===== src/rtl/alu_pkg.sv =====
// alu_pkg: ALU control codes, the multiply/divide FSM state type and the
// M-extension decode helpers. These definitions are shared by the ALU
// decoder and the execute-stage units.
package alu_pkg;

   localparam int ALUCTR_W = 5;

   // Base integer ALU operations
   localparam logic [ALUCTR_W-1:0] ALU_ADD    = 5'b00000;
   localparam logic [ALUCTR_W-1:0] ALU_SUB    = 5'b00001;
   localparam logic [ALUCTR_W-1:0] ALU_AND    = 5'b00010;
   localparam logic [ALUCTR_W-1:0] ALU_OR     = 5'b00011;
   localparam logic [ALUCTR_W-1:0] ALU_XOR    = 5'b00100;
   localparam logic [ALUCTR_W-1:0] ALU_SLT    = 5'b00101;
   localparam logic [ALUCTR_W-1:0] ALU_SLTU   = 5'b00110;
   localparam logic [ALUCTR_W-1:0] ALU_SLL    = 5'b00111;
   localparam logic [ALUCTR_W-1:0] ALU_SRL    = 5'b01000;
   localparam logic [ALUCTR_W-1:0] ALU_SRA    = 5'b01001;

   // RV32M operations
   localparam logic [ALUCTR_W-1:0] ALU_MUL    = 5'b01010;
   localparam logic [ALUCTR_W-1:0] ALU_MULH   = 5'b01011;
   localparam logic [ALUCTR_W-1:0] ALU_MULHSU = 5'b01100;
   localparam logic [ALUCTR_W-1:0] ALU_MULHU  = 5'b01101;
   localparam logic [ALUCTR_W-1:0] ALU_DIV    = 5'b01110;
   localparam logic [ALUCTR_W-1:0] ALU_DIVU   = 5'b01111;
   localparam logic [ALUCTR_W-1:0] ALU_REM    = 5'b10000;
   localparam logic [ALUCTR_W-1:0] ALU_REMU   = 5'b10001;

   typedef enum logic [1:0] {
      MD_IDLE,
      MD_MUL,
      MD_DIV_RUN,
      MD_DIV_FIX
   } muldiv_state_t;

   // M codes occupy one contiguous range
   function automatic logic is_m_op(input logic [ALUCTR_W-1:0] ctrl);
      return (ctrl >= ALU_MUL) && (ctrl <= ALU_REMU);
   endfunction

   function automatic logic is_div_op(input logic [ALUCTR_W-1:0] ctrl);
      return (ctrl >= ALU_DIV) && (ctrl <= ALU_REMU);
   endfunction

   function automatic logic is_rem_op(input logic [ALUCTR_W-1:0] ctrl);
      return (ctrl == ALU_REM) || (ctrl == ALU_REMU);
   endfunction

   function automatic logic is_signed_div(input logic [ALUCTR_W-1:0] ctrl);
      return (ctrl == ALU_DIV) || (ctrl == ALU_REM);
   endfunction

endpackage


===== src/rtl/serial_divider.sv =====
// serial_divider: unsigned restoring divider, one quotient bit per cycle.
//   clk, rst_n  clock, asynchronous active-low reset
//   start       load dividend/divisor, clear remainder, arm XLEN steps
//   flush       abandon the division in progress
//   dividend    unsigned dividend (magnitude)
//   divisor     unsigned divisor (magnitude, non-zero)
//   quotient    quotient register (final after the last step)
//   remainder   remainder register (final after the last step)
//   last        high in the cycle that performs the final step
module serial_divider #(
   parameter int XLEN = 32
) (
   input  logic            clk,
   input  logic            rst_n,
   input  logic            start,
   input  logic            flush,
   input  logic [XLEN-1:0] dividend,
   input  logic [XLEN-1:0] divisor,
   output logic [XLEN-1:0] quotient,
   output logic [XLEN-1:0] remainder,
   output logic            last
);

   localparam int CW = $clog2(XLEN) + 1;

   logic [CW-1:0]   count;
   logic [XLEN-1:0] quo;
   logic [XLEN-1:0] rem;
   logic [XLEN-1:0] dvs;
   logic [XLEN:0]   trial;

   // The quotient register doubles as the dividend shifter: its MSB feeds
   // the remainder while freshly decided quotient bits enter at the LSB.
   // The shifted remainder needs XLEN+1 bits; a borrow out means "restore".
   always_comb begin
      trial = {rem, quo[XLEN-1]} - {1'b0, dvs};
   end

   always_ff @(posedge clk or negedge rst_n) begin
      if (!rst_n) begin
         count <= '0;
         quo   <= '0;
         rem   <= '0;
         dvs   <= '0;
      end else if (flush) begin
         count <= '0;
      end else if (start) begin
         quo   <= dividend;
         rem   <= '0;
         dvs   <= divisor;
         count <= CW'(XLEN);
      end else if (count != '0) begin
         count <= count - 1'b1;
         if (!trial[XLEN]) begin
            rem <= trial[XLEN-1:0];
            quo <= {quo[XLEN-2:0], 1'b1};
         end else begin
            rem <= {rem[XLEN-2:0], quo[XLEN-1]};
            quo <= {quo[XLEN-2:0], 1'b0};
         end
      end
   end

   assign quotient  = quo;
   assign remainder = rem;
   assign last      = (count == CW'(1));

endmodule


===== src/rtl/muldiv_unit.sv =====
// muldiv_unit: multi-cycle RV32M execute unit (MUL/MULH/MULHSU/MULHU,
// DIV/DIVU/REM/REMU) with a start/busy/done handshake.
//   clk, rst_n  clock, asynchronous active-low reset
//   start       request, accepted when idle and alu_ctrl is an M code
//   alu_ctrl    operation code (alu_pkg M codes)
//   op_a, op_b  rs1 / rs2 operands, latched on acceptance
//   flush       synchronous abort; wins over a same-cycle start
//   busy        operation in flight (state != idle)
//   done        one-cycle completion pulse
//   result      registered result, held until the next completion
module muldiv_unit
   import alu_pkg::*;
#(
   parameter int XLEN         = 32,
   parameter int ALUCTR_WIDTH = 5
) (
   input  logic                    clk,
   input  logic                    rst_n,
   input  logic                    start,
   input  logic [ALUCTR_WIDTH-1:0] alu_ctrl,
   input  logic [XLEN-1:0]         op_a,
   input  logic [XLEN-1:0]         op_b,
   input  logic                    flush,
   output logic                    busy,
   output logic                    done,
   output logic [XLEN-1:0]         result
);

   if (ALUCTR_WIDTH != ALUCTR_W) begin : g_bad_ctrl_width
      $error("muldiv_unit: ALUCTR_WIDTH must match alu_pkg::ALUCTR_W");
   end
   if ((XLEN < 8) || (XLEN % 2 != 0)) begin : g_bad_xlen
      $error("muldiv_unit: XLEN must be even and at least 8");
   end

   localparam logic [XLEN-1:0] MIN_VAL = {1'b1, {(XLEN-1){1'b0}}};

   muldiv_state_t state, state_d;

   logic [ALUCTR_WIDTH-1:0] ctrl_q;
   logic [XLEN-1:0]         a_q, b_q;
   logic [XLEN-1:0]         result_d;
   logic                    done_d;

   logic                    accept;
   logic                    in_div, in_rem, in_signed;
   logic                    div_zero, div_ovf;
   logic [XLEN-1:0]         fast_res;
   logic                    div_start, div_last;
   logic [XLEN-1:0]         div_dvd, div_dvs, quo, rem;

   logic                    a_sx, b_sx;
   logic [2*XLEN-1:0]       ext_a, ext_b, product;
   logic                    q_signed;
   logic [XLEN-1:0]         fix_quo, fix_rem;

   assign busy = (state != MD_IDLE);

   // Acceptance-cycle decode works on the live inputs
   assign in_div    = is_div_op(alu_ctrl);
   assign in_rem    = is_rem_op(alu_ctrl);
   assign in_signed = is_signed_div(alu_ctrl);
   assign accept    = start && !flush && (state == MD_IDLE) && is_m_op(alu_ctrl);

   assign div_zero  = (op_b == '0);
   assign div_ovf   = in_signed && (op_a == MIN_VAL) && (op_b == '1);
   assign div_start = accept && in_div && !div_zero && !div_ovf;

   always_comb begin
      if (div_zero) fast_res = in_rem ? op_a : '1;
      else          fast_res = in_rem ? '0 : MIN_VAL;
   end

   // Magnitudes; -MIN wraps to MIN, which is the correct unsigned magnitude
   assign div_dvd = (in_signed && op_a[XLEN-1]) ? -op_a : op_a;
   assign div_dvs = (in_signed && op_b[XLEN-1]) ? -op_b : op_b;

   serial_divider #(.XLEN(XLEN)) u_div (
      .clk       (clk),
      .rst_n     (rst_n),
      .start     (div_start),
      .flush     (flush),
      .dividend  (div_dvd),
      .divisor   (div_dvs),
      .quotient  (quo),
      .remainder (rem),
      .last      (div_last)
   );

   // Extending both operands to 2*XLEN lets one truncated multiply serve
   // signed, mixed and unsigned forms.
   assign a_sx    = (ctrl_q == ALU_MUL) || (ctrl_q == ALU_MULH) || (ctrl_q == ALU_MULHSU);
   assign b_sx    = (ctrl_q == ALU_MUL) || (ctrl_q == ALU_MULH);
   assign ext_a   = {{XLEN{a_sx & a_q[XLEN-1]}}, a_q};
   assign ext_b   = {{XLEN{b_sx & b_q[XLEN-1]}}, b_q};
   assign product = ext_a * ext_b;

   assign q_signed = is_signed_div(ctrl_q);
   assign fix_quo  = (q_signed && (a_q[XLEN-1] ^ b_q[XLEN-1])) ? -quo : quo;
   assign fix_rem  = (q_signed && a_q[XLEN-1]) ? -rem : rem;

   always_comb begin
      state_d  = state;
      result_d = result;
      done_d   = 1'b0;
      if (flush) begin
         state_d = MD_IDLE;
      end else begin
         unique case (state)
            MD_IDLE: begin
               if (accept) begin
                  if (!in_div) begin
                     state_d = MD_MUL;
                  end else if (div_start) begin
                     state_d = MD_DIV_RUN;
                  end else begin
                     result_d = fast_res;
                     done_d   = 1'b1;
                  end
               end
            end
            MD_MUL: begin
               result_d = (ctrl_q == ALU_MUL) ? product[XLEN-1:0] : product[2*XLEN-1:XLEN];
               done_d   = 1'b1;
               state_d  = MD_IDLE;
            end
            MD_DIV_RUN: begin
               if (div_last) state_d = MD_DIV_FIX;
            end
            MD_DIV_FIX: begin
               result_d = is_rem_op(ctrl_q) ? fix_rem : fix_quo;
               done_d   = 1'b1;
               state_d  = MD_IDLE;
            end
            default: state_d = MD_IDLE;
         endcase
      end
   end

   always_ff @(posedge clk or negedge rst_n) begin
      if (!rst_n) begin
         state  <= MD_IDLE;
         result <= '0;
         done   <= 1'b0;
         ctrl_q <= '0;
         a_q    <= '0;
         b_q    <= '0;
      end else begin
         state  <= state_d;
         result <= result_d;
         done   <= done_d;
         if (accept) begin
            ctrl_q <= alu_ctrl;
            a_q    <= op_a;
            b_q    <= op_b;
         end
      end
   end

endmodule

===== config.mk =====
export PLATFORM = sky130hd
export DESIGN_NAME = muldiv_unit
export DESIGN_NICKNAME = d
export VERILOG_FILES = /design/src/rtl/alu_pkg.sv /design/src/rtl/serial_divider.sv /design/src/rtl/muldiv_unit.sv
export SDC_FILE = /design/constraint.sdc
export NUM_CORES = 2
export LEC_CHECK = 0
export CORE_MARGIN = 1.5
export CORE_UTILIZATION = 23
export CTS_CLUSTER_DIAMETER = 40
export DETAILED_ROUTE_END_ITERATION = 12
export PLACE_DENSITY_LB_ADDON = 0.25
export SLEW_MARGIN = 10
export SYNTH_ARGS = -nofsm -noshare
export SYNTH_HDL_FRONTEND = slang
export SYNTH_SLANG_ARGS = --single-unit

===== constraint.sdc =====
create_clock -name clk -period 11.5 [get_ports clk]
set_clock_uncertainty 0.15 [all_clocks]
set_input_delay 1.725 -clock clk [delete_from_list [all_inputs] [get_ports clk]]
set_output_delay 1.725 -clock clk [all_outputs]
set_load 0.01 [all_outputs]

==> results.ini <==
[min_path]
hp-class=reg2reg
min_to=u_div.dvs[29]
hp-start=u_div.dvs[29]
holdPathStages=2

[worst_setup_path]
reg2reg_slack_ps=1470
end_kind=register
crit_arrival_ps=10380
r2r_cells=28
r2r_start=ctrl_q[1]
setup.worst_path.start_class=register
worstSetupPathType=reg2reg
crit_buf_inv=8
critPathTopFamily=adder cells
worstPathRequired_ps=11840
slowest_delay_ps=820
regToRegEndpoint=result[30]
path_max_fanout=16
crit_slowest_cell=fa_1

[synthesis]
yosysMostFrequentCell=inv_1
synth_cells=5933
yosysWarnings=0
ys_top_cells_by_count=inv_1 (1239), fa_1 (1126), nand2_1 (986)
seq_area_frac_synth_pct=9.944
synthArstFlopShare_pct=100.0
synth_edf_count=0
ys_top_cells_by_area=fa_1 (43%), dfrtp_1 (9.9%), inv_1 (9.0%)
synth_area_mm2=0.05184
synth.largest_area_cell=fa_1
ys.flop_type=dfrtp_1
synth_fp_nets=7384
synth-seq-cells=206
synth.avg_cell_area_um2=8.738
yosysUniqueCellTypes=75
netlist.area_leader.share_pct=43.48

[placed_design]
placedCellCount=8801
io_buffers=106
dp_slack_ps=1493
gp_congestion=0.8590
dp_hpwl_um=143200

[clock_tree]
cts.sinks=206
clock_latency_ps=620
cts_tree=done
root_buffer=clkbuf_16
postCtsSetupRepairBufs=0
ctsHoldBuffers=0
cts_inserted_buffers=54
clockBufferDepth=3
cts_resized=0
path_clk_slew_ps=50
htreeDepth=2

[timing]
finalMaxSlewViolations=0
layout_min_cycle_time_ps=10030
finalSetupViolations=0
final.period_utilization_pct=87.23
tightest_slew_ps=1127
fin_ws_ps=1469
max_freq_mhz=99.69
rsz0062_at_grt=no
whs_ps=324.6
finalHoldViolCount=0
relSlewSlack_pct=22.91
fin_setup_tns_ps=0

[global_routing]
track_usage_pct=15.27
grt_pass1_vias=43290
antenna_found_initial=9
grt_first_pass_wirelength_um=269900
grt_max_degree=93
grt_overflow=0

[cells_and_area]
n_fill_cell=24230
seq_area_mm2=0.005156
drive_above_1_share_pct=5.245
multiInputGateArea_mm2=0.04078
area_delta_synth_final_pct=12.24
layout.cells.non_filler=8905
nNetsFinal=7316

[floorplanning]
fp.dieH_um=477.8
start_util_pct=23.10
design.core.area_mm2=0.2245
row_count=174
die_w_um=477.8
dieArea_mm2=0.2283
ios=107

[routing]
drt_first_pass_iters=5
drt_iter0_markers=2379
vias=39790
viasPerCell=4.468
drc=0
wl_per_cell_um=19.29
wl_um=171800
antenna_left=0

[run]
drv_cap=0

[outcome]
status=finished clean

[metrics by stage]
step | instance area, µm² | utilization [%]
after detailed placement | 56190 | 25.03
after global placement | 56190 | 25.03
after global routing | 58180 | 25.92
after floorplan | 51840 | -
after CTS | 58180 | 25.92
final | 58190 | 25.92
[cells in the final DEF (no fill, tap or decap), types with 53 or more instances in the layout]
cell	instances
dfrtp_1	205
nand2_1	985
o21ai_0	194
nor2_1	244
and2_1	319
clkdlybuf4s50_1	105
a21o_1	53
clkbuf_16	54
ha_1	252
mux2_2	64
xnor2_1	125
xor2_1	84
buf_4	105
a21oi_1	217
fa_1	1126
inv_1	1239
[tightest hold or removal path, delay by kind of cell (launching register included)]
| kind | cells | cell delay (ps) |
|---|---|---|
| AO/OA/AOI/OAI | 1 | 60 |
| AND/OR/NAND/NOR | 1 | 40 |
| flip-flops | 1 | 340 |
[cell type report]
cell class | instances | area share, %
Tap cell | 2992 | 6.434
Antenna cell | 3 | 0.01290
Inverter | 1241 | 8.006
Clock buffer | 62 | 2.494
Multi-Input combinational cell | 4151 | 70.09
Sequential cell | 206 | 8.862
Clock inverter | 39 | 0.9182
Timing Repair Buffer | 211 | 3.187
[routing by layer]
metal | routed length, µm | track usage, %
met1 | 78050 | 20.83
met2 | 82970 | 25.95
met3 | 7098 | 1.725
met4 | 3632 | 3.072
met5 | 44 | 0
[cell families (layout without fill, tap and decap cells)]
family,count (synthesis),after routing,share of synthesized area (%)
and+or+nand+nor,1796,1796,15.82
other,0,3,0
xor gates and xnor gates,210,210,3.548
DFF,206,206,9.944
adders and majority gates,1378,1378,49.56
buffers and inverters,1576,1553,11.47
AOI/OAI and AO/OA,698,698,8.172
muxes,69,69,1.487
[registers in the layout (all words and copies together), names as in the netlist]
signal and count:
ctrl_q 5, u_div.remainder 32, u_div.dvs 32, u_div.count 6
b_q 32, result 32, state 2, u_div.quotient 32
a_q 32, done 1
[worst max-delay path by stage]
stage / startpoint / end / slack [ps] / cells past startpoint
4_1_cts: ctrl_q[1] / result[30] / 1470 / 28
3_5_place_dp: ctrl_q[1] / result[30] / 1490 / 28
3_3_place_gp: ctrl_q[3] / result[28] / 1360 / 28
6_report: ctrl_q[1] / result[30] / 1470 / 28
2_1_floorplan: ctrl_q[3] / result[30] / 2790 / 29
5_1_grt: ctrl_q[1] / result[30] / 920 / 28
Power is left out: the tool's default activity adds up to more than one toggle a clock period on the data nets, which glitch-free logic cannot reach.
